--- src/rtl/seri_div_if.sv ---
// seri_div_if -- operand/result bundle for the serial divider.
//   div_a      dividend (DW_N bits, unsigned), driven by the requester
//   div_b      divisor (DW_D bits, unsigned), driven by the requester
//   en_div     start request, only looked at while the divider is idle
//   quotient   registered quotient (DW_N bits)
//   remainder  registered remainder (DW_D bits)
//   div_zero   registered flag: last operation had a zero divisor
//   op_done    one-cycle completion pulse
//   busy       high while an operation is in flight
// The master modport is the requester side; the slave modport is the divider.
interface seri_div_if #(
    parameter int DW_N = 16,
    parameter int DW_D = 8
);
    logic [DW_N-1:0] div_a;
    logic [DW_D-1:0] div_b;
    logic            en_div;
    logic [DW_N-1:0] quotient;
    logic [DW_D-1:0] remainder;
    logic            div_zero;
    logic            op_done;
    logic            busy;

    modport master (
        output div_a, div_b, en_div,
        input  quotient, remainder, div_zero, op_done, busy
    );

    modport slave (
        input  div_a, div_b, en_div,
        output quotient, remainder, div_zero, op_done, busy
    );
endinterface

--- src/rtl/seri_div.sv ---
// seri_div -- unsigned restoring divider, one quotient bit per clock.
//   clk    rising-edge clock
//   rstn   asynchronous active-low reset
//   bus    seri_div_if.slave: div_a/div_b/en_div in,
//          quotient/remainder/div_zero/op_done/busy out
// A nonzero division takes DW_N+3 cycles from start edge to the next
// possible start edge; a zero divisor completes on the start edge itself.
module seri_div #(
    parameter int DW_N = 16,
    parameter int DW_D = 8
) (
    input  logic       clk,
    input  logic       rstn,
    seri_div_if.slave  bus
);

    typedef enum logic [1:0] {
        IDLE    = 2'd0,
        DIV_PRO = 2'd1,
        FINAL   = 2'd2
    } state_t;

    localparam int            CW       = $clog2(DW_N + 1);
    localparam logic [CW-1:0] CNT_DONE = CW'(DW_N);

    state_t          state;
    logic [DW_N-1:0] dvd;
    logic [DW_D-1:0] dsr;
    logic [DW_D-1:0] prem;
    logic [CW-1:0]   cnt;
    logic [DW_N-1:0] quotient_r;
    logic [DW_D-1:0] remainder_r;
    logic            div_zero_r;
    logic            op_done_r;

    logic [DW_D:0]   trial;
    logic [DW_D:0]   diff;
    logic            take;

    // One restoring step: bring down the next dividend bit next to the
    // partial remainder and see whether the divisor fits. The partial
    // remainder always stays below the divisor, so DW_D bits hold it.
    always_comb begin
        trial = {prem, dvd[DW_N-1]};
        diff  = trial - {1'b0, dsr};
        take  = (trial >= {1'b0, dsr});
    end

    // Control FSM and datapath. The dividend register doubles as the
    // quotient accumulator: it shifts left each step and the new quotient
    // bit enters at the LSB, so after DW_N steps it holds the quotient.
    always_ff @(posedge clk or negedge rstn) begin
        if (!rstn) begin
            state       <= IDLE;
            dvd         <= '0;
            dsr         <= '0;
            prem        <= '0;
            cnt         <= '0;
            quotient_r  <= '0;
            remainder_r <= '0;
            div_zero_r  <= 1'b0;
            op_done_r   <= 1'b0;
        end else begin
            case (state)
                IDLE: begin
                    // Operands are tracked every idle cycle so the values
                    // present on the start edge are the ones used.
                    dvd       <= bus.div_a;
                    dsr       <= bus.div_b;
                    prem      <= '0;
                    cnt       <= '0;
                    op_done_r <= 1'b0;
                    if (bus.en_div) begin
                        if (bus.div_b == '0) begin
                            quotient_r  <= '1;
                            remainder_r <= '0;
                            div_zero_r  <= 1'b1;
                            op_done_r   <= 1'b1;
                            state       <= FINAL;
                        end else begin
                            state <= DIV_PRO;
                        end
                    end
                end
                DIV_PRO: begin
                    if (cnt == CNT_DONE) begin
                        quotient_r  <= dvd;
                        remainder_r <= prem;
                        div_zero_r  <= 1'b0;
                        op_done_r   <= 1'b1;
                        state       <= FINAL;
                    end else begin
                        dvd  <= {dvd[DW_N-2:0], take};
                        prem <= take ? diff[DW_D-1:0] : trial[DW_D-1:0];
                        cnt  <= cnt + 1'b1;
                    end
                end
                FINAL: begin
                    op_done_r <= 1'b0;
                    state     <= IDLE;
                end
                default: begin
                    // Unused encoding: recover to idle with a clean datapath.
                    dvd       <= '0;
                    dsr       <= '0;
                    prem      <= '0;
                    cnt       <= '0;
                    op_done_r <= 1'b0;
                    state     <= IDLE;
                end
            endcase
        end
    end

    assign bus.quotient  = quotient_r;
    assign bus.remainder = remainder_r;
    assign bus.div_zero  = div_zero_r;
    assign bus.op_done   = op_done_r;
    assign bus.busy      = (state != IDLE);

endmodule

--- src/flat_wrapper.sv ---
// flat-port wrapper written by rule: the top's interface ports become plain ports
module seri_div_flat 
#(
    parameter int DW_N = 16,
    parameter int DW_D = 8
)
  (clk, rstn, bus_div_a, bus_div_b, bus_en_div, bus_quotient, bus_remainder, bus_div_zero, bus_op_done, bus_busy);
  seri_div_if #(.DW_N(DW_N), .DW_D(DW_D)) bus_i ();
  input  logic clk;
  input  logic rstn;
  input wire logic [$bits(bus_i.div_a)-1:0] bus_div_a;
  input wire logic [$bits(bus_i.div_b)-1:0] bus_div_b;
  input wire logic [$bits(bus_i.en_div)-1:0] bus_en_div;
  output wire logic [$bits(bus_i.quotient)-1:0] bus_quotient;
  output wire logic [$bits(bus_i.remainder)-1:0] bus_remainder;
  output wire logic [$bits(bus_i.div_zero)-1:0] bus_div_zero;
  output wire logic [$bits(bus_i.op_done)-1:0] bus_op_done;
  output wire logic [$bits(bus_i.busy)-1:0] bus_busy;
  assign bus_i.div_a = bus_div_a;
  assign bus_i.div_b = bus_div_b;
  assign bus_i.en_div = bus_en_div;
  assign bus_quotient = bus_i.quotient;
  assign bus_remainder = bus_i.remainder;
  assign bus_div_zero = bus_i.div_zero;
  assign bus_op_done = bus_i.op_done;
  assign bus_busy = bus_i.busy;
  seri_div #(.DW_N(DW_N), .DW_D(DW_D)) u_core (.clk(clk), .rstn(rstn), .bus(bus_i));
endmodule
--- config.mk ---
export PLATFORM = sky130hd
export DESIGN_NAME = seri_div_flat
export DESIGN_NICKNAME = d
export VERILOG_FILES = /design/src/rtl/seri_div_if.sv /design/src/rtl/seri_div.sv /design/src/flat_wrapper.sv
export SDC_FILE = /design/constraint.sdc
export NUM_CORES = 1
export LEC_CHECK = 0
export ABC_AREA = 0
export CAP_MARGIN = 10
export CORE_AREA = 8 8 94 96
export CTS_BUF_LIST = sky130_fd_sc_hd__clkbuf_4 sky130_fd_sc_hd__clkbuf_8
export DETAILED_ROUTE_END_ITERATION = 10
export DIE_AREA = 0 0 102 104
export PLACE_DENSITY = 0.71
export SLEW_MARGIN = 20
export SYNTH_ARGS = -nofsm -noshare
export SYNTH_HDL_FRONTEND = slang
export SYNTH_SLANG_ARGS = --single-unit
--- constraint.sdc ---
create_clock -name clk -period 2.5 [get_ports clk]
set_input_delay 0.25 -clock clk [delete_from_list [all_inputs] [get_ports clk]]
set_output_delay 0.25 -clock clk [all_outputs]
set_load 0.005 [all_outputs]
==> impl_metrics.yaml <==
setup_path:
  reg2regPathDepth: 7
  cp-end-kind: "flop"
  reg2reg_to: "u_core.prem[7]"
  critical_path_required_ns: 2.71
  regToRegSetupSlack_ns: 0.31
  timing.critical_path.fanout_max: 13
  r2r-start: "u_core.prem[4]"
  setup.worst_path.class: "flop to flop"
  critical_path_arrival_ns: 2.40
  start_kind: "flop"
job:
  drv_cap: 0
power_and_ir_drop:
  power_density_mw_per_mm2: 1250
  static-leakage-power_nw: 1.78
  design_power_total_mw: 5.14
  peak_supply_drop_mv: 0.524
grt:
  grtUsageTotal: 0.143
  grt_first_pass_wirelength_um: 12300
  grt_overflow_total: 0
  grt_start_max_net_pins: 41
  first_global_vias: 2533
  grt_antenna_before_repair: 0
synth:
  synth-seq-cells: 65
  yosys.cell_types.count: 49
  synthesis.nets: 356
  synth-edff-count: 0
  synth_most_common_cell: "dfrtp_1"
  synthTopCellsByArea: "dfrtp_1, ha_1, nand2_1, o22a_1, a21oi_1"
  netlist_area_sq_mm: 0.00324
  synth_top_area_cell: "dfrtp_1"
  most_instantiated_cells_after_synthesis: "dfrtp_1, nand2_1, a21oi_1, nor2_1, o21ai_0"
  yosys_warnings: 0
  syn-instance-count: 315
  ys_seq_area_frac: 0.502
  synth_async_sr_flop_share: 1.00
  synth_area_per_cell_sq_um: 10.3
  synth_flop_cell: "dfrtp_1"
  synth_top_area_frac: 0.502
die:
  standard_cell_core_area_sq_mm: 0.00745
  initial_utilization: 0.435
  placement_row_count: 32
  die-width_um: 102
  fp.dieArea_sq_mm: 0.0106
  floorplan.die.height_um: 104
  boundaryPins: 54
clock_network:
  root_buffer: "clkbuf_8"
  numCtsBuffers: 9
  path_clk_slew_ns: 0.07
  cts-htree-levels: 3
  clock_tree_from_tritoncts: "done"
  cts_buffer_depth: 2
  worst_skew_pair.late_latency_ns: 0.35
  post_cts_gate_resize_count: 0
  cts.sinks: 65
place:
  dp.final_hpwl_um: 5270
  buffer_ports.inserted: 53
  dpl-instance-area_sq_mm: 0.00388
  gp_congestion: 0.871
status:
  status: "completed"
timing:
  fin_setup_tns_ns: 0
  maxClockFrequency_ghz: 0.456
  timing.final.setup_violations: 0
  period_needed_ns: 2.19
  maxSlewHeadroom: 0.562
  hold-worst-slack_ns: 0.441
  fin_crit_sh: 0.877
  final_hold_viols: 0
  clock-skew-final_ns: 0.0106
  rsz0062_at_grt: "false"
  timing_worst_slew_pin_value_ns: 0.657
  timing_max_transition_violations_final: 0
route:
  detail_route.iter0.violations: 167
  detail-route-antenna-nets: 0
  drt-total-wl_um: 7260
  drt-vias-per-instance: 5.31
  drt_pre_antenna_iters: 4
  route.detailed.wl_per_inst_um: 15.2
  drcViolationCount: 0
  route.vias.total: 2540
final_layout:
  fillerInstances: 671
  post-route-cell-area_sq_mm: 0.00412
  final_core_util: 0.553
  drive_above_1_share: 0.0984
  antennaDiodeCount: 0
  final_net_count: 412
  area_delta_synth_final_pct: 27.2
hold_path:
  worstHoldPathType: "input pin to async pin"
-- critical path, stage by stage, from the launching register on --
cell       delay, ns
dfrtp_1         0.43
ha_1            0.41
nand3_1         0.14
o221ai_1        0.25
a21oi_2         0.05
buf_4           0.19
a2111oi_0       0.46
o31ai_1         0.12
-- sequential cells by signal, summed over array words and instances (netlist names) --
register / cells
u_core.bus.quotient: 16
u_core.dvd: 16
u_core.bus.remainder: 8
u_core.dsr: 8
u_core.prem: 8
u_core.cnt: 5
u_core.state: 2
u_core.bus.div_zero: 1
u_core.bus.op_done: 1
-- routing by layer --
layer  up-vias  track usage  share of wire
met1      1211        0.199           0.49
met5         -            0              0
met3         9       0.0281          0.050
met4         0       0.0672          0.015
li1       1255            -              -
met2        65        0.207           0.45
-- worst max path at each step --
| stage | start | end | slack [ns] | depth (start not counted) |
|---|---|---|---|---|
| 6_report | u_core.prem[4] | u_core.prem[7] | 0.31 | 7 |
| 5_1_grt | u_core.prem[4] | u_core.prem[7] | 0.16 | 7 |
| 4_1_cts | u_core.prem[4] | u_core.prem[7] | 0.31 | 7 |
| 3_5_place_dp | u_core.prem[4] | u_core.prem[7] | 0.34 | 7 |
| 3_3_place_gp | u_core.prem[3] | u_core.prem[7] | 0.35 | 7 |
| 2_1_floorplan | u_core.dvd[15] | u_core.prem[6] | 0.57 | 9 |
-- layout make-up --
type / instances / area (sq um) / area share
well taps: 102 / 128 / 0.0310
repair buffers: 61 / 613 / 0.149
flip-flops and latches: 65 / 1630 / 0.395
clock buffers: 10 / 138 / 0.0334
clock inverters: 6 / 90.1 / 0.0219
multi-input cells: 218 / 1470 / 0.356
inverters: 16 / 60.1 / 0.0146
-- cell families (layout without fill, tap and decap cells) --
group                    Yosys count  after routing  share of synthesized area
multiplexers                       4              4                     0.0124
flip-flops                        65             65                      0.502
adder cells (fa/ha/maj)           14             14                     0.0564
AO/OA/AOI/OAI                    109            109                      0.238
buffers and inverters             32             93                     0.0463
AND/OR/NAND/NOR                   86             86                      0.132
XOR/XNOR                           5              5                     0.0135
-- timing repair --
action,CTS,global route
hold buffers,1,0
setup buffers,0,0
endpoints found under the hold margin,25,0
-- stage by stage --
step / setup WS [ns] / instances
3_5_place_dp: 0.338 / 461
2_1_floorplan: 0.573 / 315
3_3_place_gp: 0.345 / 461
6_report: 0.308 / 478
5_1_grt: 0.156 / 478
4_1_cts: 0.314 / 478
-- report_power, final --
part,internal [mW],leakage [nW],total [mW],switching (mW)
registers,1.41,0.788,1.67,0.264
logic,1.13,0.876,2.45,1.32
clock network,0.592,0.113,1.02,0.425
-- cell usage in the layout (no fill, tap or decap), types with 2 or more instances in the layout --
master            n
o21ai_0          16
nor4_4            2
inv_1            15
clkbuf_8         10
a22o_1           12
o21ai_1           7
nand3_1           7
nor2_1           23
a22oi_1          14
xor2_1            4
a21oi_2           5
buf_12            2
ha_1             13
clkdlybuf4s50_1  52
bufinv_16         2
nand2b_1          3
o31ai_1           2
buf_4             5
a21oi_1          22
mux2i_1           4
o22a_1           15
dfrtp_1          65
a21o_1            2
nand2_1          40
a32oi_1           3
nor2b_1           2
(Power assumes the default switching activity.)
